`config.mk`:
```
export PLATFORM = sky130hd
export DESIGN_NAME = dot2_mac_flat
export DESIGN_NICKNAME = d
export VERILOG_FILES = /design/src/rtl/dot2_mac_if.sv /design/src/rtl/dot2_mac.sv /design/src/flat_wrapper.sv
export SDC_FILE = /design/constraint.sdc
export NUM_CORES = 1
export LEC_CHECK = 0
export ABC_CLOCK_PERIOD_IN_PS = 4600
export CAP_MARGIN = 20
export CORE_ASPECT_RATIO = 1.1
export CORE_MARGIN = 2
export CORE_UTILIZATION = 65
export CTS_CLUSTER_DIAMETER = 40
export DETAILED_ROUTE_END_ITERATION = 8
export DONT_BUFFER_PORTS = 1
export PLACE_DENSITY_LB_ADDON = 0.15
export SYNTH_ARGS = -nofsm -noshare
export SYNTH_HDL_FRONTEND = slang
export SYNTH_SLANG_ARGS = --single-unit
```
`constraint.sdc`:
```
create_clock -name CLK -period 4.6 [get_ports CLK]
set_input_delay 0.92 -clock CLK [delete_from_list [all_inputs] [get_ports CLK]]
set_output_delay 0.92 -clock CLK [all_outputs]
set_load 0.005 [all_outputs]
```
`src/rtl/dot2_mac_if.sv`:
```
// Operand/result bundle for the dot2_mac kernel.
// The CLR line is present only when DOT2_CLR_EN is defined.
interface dot2_mac_if #(parameter int WIDTH = 8);
  logic               START;
  logic [WIDTH-1:0]   A;
  logic [WIDTH-1:0]   B;
  logic [2*WIDTH:0]   OUT;
  logic               OUT_STROBE;
`ifdef DOT2_CLR_EN
  logic               CLR;

  modport master (output START, A, B, CLR, input OUT, OUT_STROBE);
  modport slave  (input START, A, B, CLR, output OUT, OUT_STROBE);
`else
  modport master (output START, A, B, input OUT, OUT_STROBE);
  modport slave  (input START, A, B, output OUT, OUT_STROBE);
`endif
endinterface

```
`src/rtl/dot2_mac.sv`:
```
// Signed two-term dot product OUT = A0*B0 + A1*B1, one result every 3 cycles.
// Optional synchronous clear is enabled with DOT2_CLR_EN.
module dot2_mac #(
  parameter int WIDTH = 8
) (
  input  logic       CLK,
  input  logic       NRST,
  dot2_mac_if.slave  bus
);

  typedef enum logic [1:0] {
    IDLE = 2'd0,
    MUL1 = 2'd1,
    MUL2 = 2'd2,
    OUTS = 2'd3
  } state_t;

  state_t                    state_q, state_d;
  logic                      en_r0, en_r1, en_out;
  logic                      clr;
  logic signed [2*WIDTH-1:0] prod, r0_q, r1_q;
  logic signed [2*WIDTH:0]   sum, out_q;
  logic                      strobe_q;

`ifdef DOT2_CLR_EN
  assign clr = bus.CLR;
`else
  assign clr = 1'b0;
`endif

  assign prod = $signed(bus.A) * $signed(bus.B);
  // One guard bit absorbs the only overflow case, (-2^(W-1))^2 twice.
  assign sum  = {r0_q[2*WIDTH-1], r0_q} + {r1_q[2*WIDTH-1], r1_q};

  always_ff @(posedge CLK or negedge NRST) begin
    if (!NRST)    state_q <= IDLE;
    else if (clr) state_q <= IDLE;
    else          state_q <= state_d;
  end

  always_comb begin
    state_d = IDLE;
    en_r0   = 1'b0;
    en_r1   = 1'b0;
    en_out  = 1'b0;
    case (state_q)
      IDLE: state_d = bus.START ? MUL1 : IDLE;
      MUL1: begin
        en_r0   = 1'b1;
        state_d = MUL2;
      end
      MUL2: begin
        en_r0   = 1'b1;
        en_r1   = 1'b1;
        state_d = OUTS;
      end
      OUTS: begin
        en_out  = 1'b1;
        state_d = MUL1;
      end
      default: state_d = IDLE;
    endcase
  end

  // OUT deliberately survives a clear; only reset zeroes it.
  always_ff @(posedge CLK or negedge NRST) begin
    if (!NRST) begin
      r0_q     <= '0;
      r1_q     <= '0;
      out_q    <= '0;
      strobe_q <= 1'b0;
    end else if (clr) begin
      r0_q     <= '0;
      r1_q     <= '0;
      strobe_q <= 1'b0;
    end else begin
      if (en_r0)  r0_q  <= prod;
      if (en_r1)  r1_q  <= r0_q;
      if (en_out) out_q <= sum;
      strobe_q <= en_out;
    end
  end

  assign bus.OUT        = out_q;
  assign bus.OUT_STROBE = strobe_q;

endmodule

```
`src/flat_wrapper.sv`:
```
// flat-port wrapper written by rule: the top's interface ports become plain ports
module dot2_mac_flat 
#(
  parameter int WIDTH = 8
)
  (CLK, NRST, bus_START, bus_A, bus_B, bus_OUT, bus_OUT_STROBE);
  dot2_mac_if #(.WIDTH(WIDTH)) bus_i ();
  input  logic CLK;
  input  logic NRST;
  input wire logic [$bits(bus_i.START)-1:0] bus_START;
  input wire logic [$bits(bus_i.A)-1:0] bus_A;
  input wire logic [$bits(bus_i.B)-1:0] bus_B;
  output wire logic [$bits(bus_i.OUT)-1:0] bus_OUT;
  output wire logic [$bits(bus_i.OUT_STROBE)-1:0] bus_OUT_STROBE;
  assign bus_i.START = bus_START;
  assign bus_i.A = bus_A;
  assign bus_i.B = bus_B;
  assign bus_OUT = bus_i.OUT;
  assign bus_OUT_STROBE = bus_i.OUT_STROBE;
  dot2_mac #(.WIDTH(WIDTH)) u_core (.CLK(CLK), .NRST(NRST), .bus(bus_i));
endmodule
```
# After elaboration in Yosys (flattened, before gate mapping)
# Cells that the tools add are included.
# totals
reg_bits	52
in_bits	19
out_inout_bits	18
word_cells	17
# op_classes
add_sub_neg	1
n_mul	1
eq_ne	3
mux	5
n_reduce_logical	2
# op_table
cell	count
16-bit by 16-bit adder with 17-bit output	1
8-bit by 8-bit multiplier with 16-bit output	1
2-bit one-hot mux with 4 select lines	1
2-bit == test, second input constant	2
1-bit 2-to-1 mux	4
2-bit by 1-bit == test with 1-bit output, second input constant	1
2-bit zero test	1
2-bit OR reduction	1

# Logic depth before layout (Yosys ltp)
# depth
word_depth	3
mapped_depth	17

# Worst setup path before layout
# No wires, ideal clock.
# synth_timing
path_kind	in2reg
start	input port bus_A[7]
end	register u_core.r0_q[15]
setup_time_ns	0.125
arrival_time_ns	4.867
required_ns	4.475
setup_slack_ns	-0.392
cell_stages	16
path_cell_list	and2_1 inv_1 fa_1 inv_1 fa_1 fa_1 inv_1 fa_1 inv_1 ha_1 a2111oi_0 nor3_1 a221oi_2 a21oi_1 xnor2_1 mux2_2
# synth_between
elab_chain_len	1
# synth_lines
item	line	rtl
from (decl)	flat_wrapper.sv:11	input wire logic [$bits(bus_i.A)-1:0] bus_A;
8-bit by 8-bit multiplier with 16-bit output	dot2_mac.sv:31	assign prod = $signed(bus.A) * $signed(bus.B);
to (signal assigned)	dot2_mac.sv:77	if (en_r0) r0_q <= prod;
to (decl)	dot2_mac.sv:21	logic signed [2*WIDTH-1:0] prod, r0_q, r1_q;
# Every way passes these cells.
# A chain may end at the register's enable or synchronous reset.

# Final worst setup path
# layout_timing
start	input port bus_B[7]
end	register u_core.r0_q[15]
# layout_between
elab_chain_len	1
# layout_lines
item	line	rtl
from (decl)	flat_wrapper.sv:12	input wire logic [$bits(bus_i.B)-1:0] bus_B;
8-bit by 8-bit multiplier with 16-bit output	dot2_mac.sv:31	
# Every way passes these cells.

==> key figures <==
Outcome
  – Status: completed

GRT
  – Gr usage total: 0.241
  – Initial antenna violation count: 0
  – Number of global-route vias before repair: 4074
  – Pin count of the biggest net entering global routing: 53
  – Grt total ovfl: 0
  – Global-route wire length before repair: 17700 microns

Timing
  – Final min period: 4.45 ns
  – RSZ-0062 raised after global routing: true
  – Peak Freq: 0.225 GHz
  – Actual slew at the worst max-slew pin: 0.885 ns
  – Final setup vio count: 0
  – Final hold vios: 0
  – Ratio of final minimum period to clock period: 0.968
  – Worst Skew: 0.0100 ns
  – Max-slew headroom: 0.410
  – Final slew viol count: 0

Clock tree
  – Htree depth: 2
  – CTS Buffer Depth: 2
  – Clk_lat worst skew: 0.30 ns
  – TritonCTS buffer count: 5
  – Post-CTS Setup Inserts: 0
  – CTS tree: yes
  – Cts hold-fix bufs: 0
  – CTS sink count: 52
  – CTS root buf: clkbuf_8
  – Worst-path clk slew: 0.09 ns

Logic synthesis
  – Post-synth cell types: 53
  – Post-synthesis adder-cell area fraction: 0.327
  – XOR/XNOR Fraction of Synth Area: 0.0366
  – #FFs+latches synth: 52
  – Yosys top cell by area: dfrtp_1
  – EDFF count, synth: 0
  – Synthesized area: 5270 sq um
  – Top cell type's share of synthesized area: 0.247
  – Post-Syn Area per Cell: 9.89 sq um
  – Sequential area share after synthesis: 0.247
  – Top cells by count, synth: inv_1 (92), fa_1 (56), dfrtp_1 (52), ha_1 (48), nand2_1 (39)
  – Cells after synthesis: 533
  – Mux contribution to synthesized area: 0.0805
  – Most common cell in the netlist: inv_1
  – Synthesized Nets: 656
  – YS warnings: 0
  – Synth Flop Type: dfrtp_1
  – Asr flop ratio synth: 1.00
  – Main area contributors after synthesis: dfrtp_1 (25%), fa_1 (21%), ha_1 (11%)
  – Simple-gate share of the synthesized area: 0.129
  – Largest family of logic cells by synthesized area: adder cells
  – Synth Area in Compound Gates: 0.108

Place
  – Port bufs: 0
  – Placed cells: 664
  – RD Place Congestion: 0.947
  – Dpl hpwl: 8340 microns
  – Post-DP Area: 5720 sq um

Setup path
  – Maximum net fanout on the critical path: 4
  – CP arrival: 4.64 ns
  – Kind of critical path: primary input to register
  – CP endpoint kind: register
  – Startpoint class of the critical path: primary input
  – Required time of the critical path: 4.79 ns

Final layout
  – Post-layout instance area: 5840 sq um
  – Post-Layout Cell Count: 672
  – Share of cells above drive strength 1: 0.190
  – Fill cells: 593
  – Area growth syn-to-layout: 10.7%
  – Diode count: 0
  – Final nets: 686

Pwr
  – P per Cell Area: 686 nW/um^2
  – Worst vdd rail ir drop: 299 uV
  – Leakage: 2.76 nW

Floorplanning
  – Die X: 89.9 microns
  – Cell Rows: 34
  – I/O pins: 37
  – Die Ht: 98.5 microns
  – Die Footprint: 8850 sq um
  – Core area: 7910 sq um
  – Starting density of the core: 0.666

Detailed routing
  – Drt drc: 0
  – Initial DRC count: 153
  – Detailed Route WL: 10000 microns
  – Antenna viol nets, final: 0
  – DR vias/cell: 5.67
  – Pre-antenna DRT Iters: 4
  – DR vias: 3813
  – Avg WL per Cell: 14.9 microns

Hold path
  – Min-Delay Path Class: primary input to asynchronous set/reset pin

Run
  – Max_cap viols: 0
-- metal layers --
metal	share of wire	wire, microns	track usage	vias up
li1	-	-	-	1815
met1	0.42	4230	0.282	1914
met2	0.53	5360	0.470	73
met3	0.030	298	0.0275	11
met4	0.013	135	0.0663	0
met5	0	0	0	-
-- final cells by class --
cell class | count | area, sq um | share of cell area
well taps | 108 | 135 | 0.0232
inverters | 93 | 353 | 0.0605
repair buffers | 32 | 240 | 0.0412
flip-flops and latches | 52 | 1300 | 0.223
multi-input cells | 379 | 3720 | 0.637
clock buffers | 8 | 90.1 | 0.0154
-- cells in the final DEF (no fill, tap or decap), drive strengths merged, types with 6 or more instances in the layout --
| cell | instances |
|---|---|
| a211oi | 7 |
| a21o | 9 |
| a21oi | 13 |
| and2 | 31 |
| buf | 32 |
| clkbuf | 8 |
| dfrtp | 52 |
| fa | 56 |
| ha | 48 |
| inv | 91 |
| mux2 | 35 |
| nand2 | 39 |
| nand2b | 6 |
| nand3 | 9 |
| nor2 | 19 |
| nor2b | 6 |
| nor3 | 9 |
| o21a | 6 |
| o21ai | 21 |
| xnor2 | 20 |
-- power by group --
part / switching (mW) / internal, mW
Clock: 0.139 / 0.123
Sequential: 0.133 / 0.662
Combinational: 1.45 / 1.50
Total: 1.72 / 2.28
-- sequential cells by signal, summed over array words and instances (netlist names) --
register               count
u_core.r1_q               16
u_core.r0_q               16
u_core.state_q             2
u_core.bus.OUT_STROBE      1
u_core.bus.OUT            17
-- worst paths after layout --
path	start	to	slack [ns]	cells past startpoint
worst max register to register	u_core.r0_q[0]$_DFFE_PN0P_	u_core.bus.OUT[14]$_DFFE_PN0P_	2.19	9
max in group asynchronous	NRST	u_core.r0_q[15]$_DFFE_PN0P_	4.21	0
min in group CLK	u_core.r0_q[1]$_DFFE_PN0P_	u_core.r1_q[1]$_DFFE_PN0P_	0.52	2
worst max-delay path	bus_B[7]	u_core.r0_q[15]$_DFFE_PN0P_	0.15	16
worst min register to register	u_core.r0_q[1]$_DFFE_PN0P_	u_core.r1_q[1]$_DFFE_PN0P_	0.52	2
worst min-delay path	NRST	u_core.bus.OUT[5]$_DFFE_PN0P_	0.30	0
-- what timing repair did --
| item | CTS | global route |
|---|---|---|
| hold endpoints to repair | 0 | 0 |
| resized for setup | 0 | 7 |
| endpoints found under the setup margin | 0 | 3 |
-- worst max-delay path: stages --
cell and delay [ns]:
clkinvlp_4 0.10, buf_4 0.15, nor2_1 0.06, fa_1 0.52
inv_1 0.05, fa_1 0.50, inv_1 0.06, fa_1 0.50
fa_1 0.60, ha_4 0.22, o211ai_1 0.11, nor3_2 0.06
a221oi_2 0.28, a21oi_1 0.13, xnor2_1 0.13, mux2_2 0.26
-- cells by family (layout without fill, tap and decap cells) --
group | count (synthesis) | count (layout)
and+or+nand+nor | 132 | 132
DFF | 52 | 52
buffers and inverters | 102 | 133
AOI/OAI and AO/OA | 83 | 83
adders and majority gates | 104 | 104
muxes | 38 | 38
xor gates and xnor gates | 22 | 22
-- through the flow --
stage           util  setup TNS (ns)  worst slack (ns)  power (mW)  hold WS, ns
6_report       0.738               0             0.146        4.01        0.298
4_1_cts        0.734               0            0.0672        3.97        0.292
2_1_floorplan      -         -0.0920           -0.0920        2.99        0.475
3_5_place_dp   0.723          -0.717            -0.251        3.69        0.498
3_3_place_gp   0.723          -0.357            -0.159        3.56        0.486
5_1_grt        0.738         -0.0236           -0.0236        4.42        0.284
Note: power is estimated with default switching activity, not from simulation.
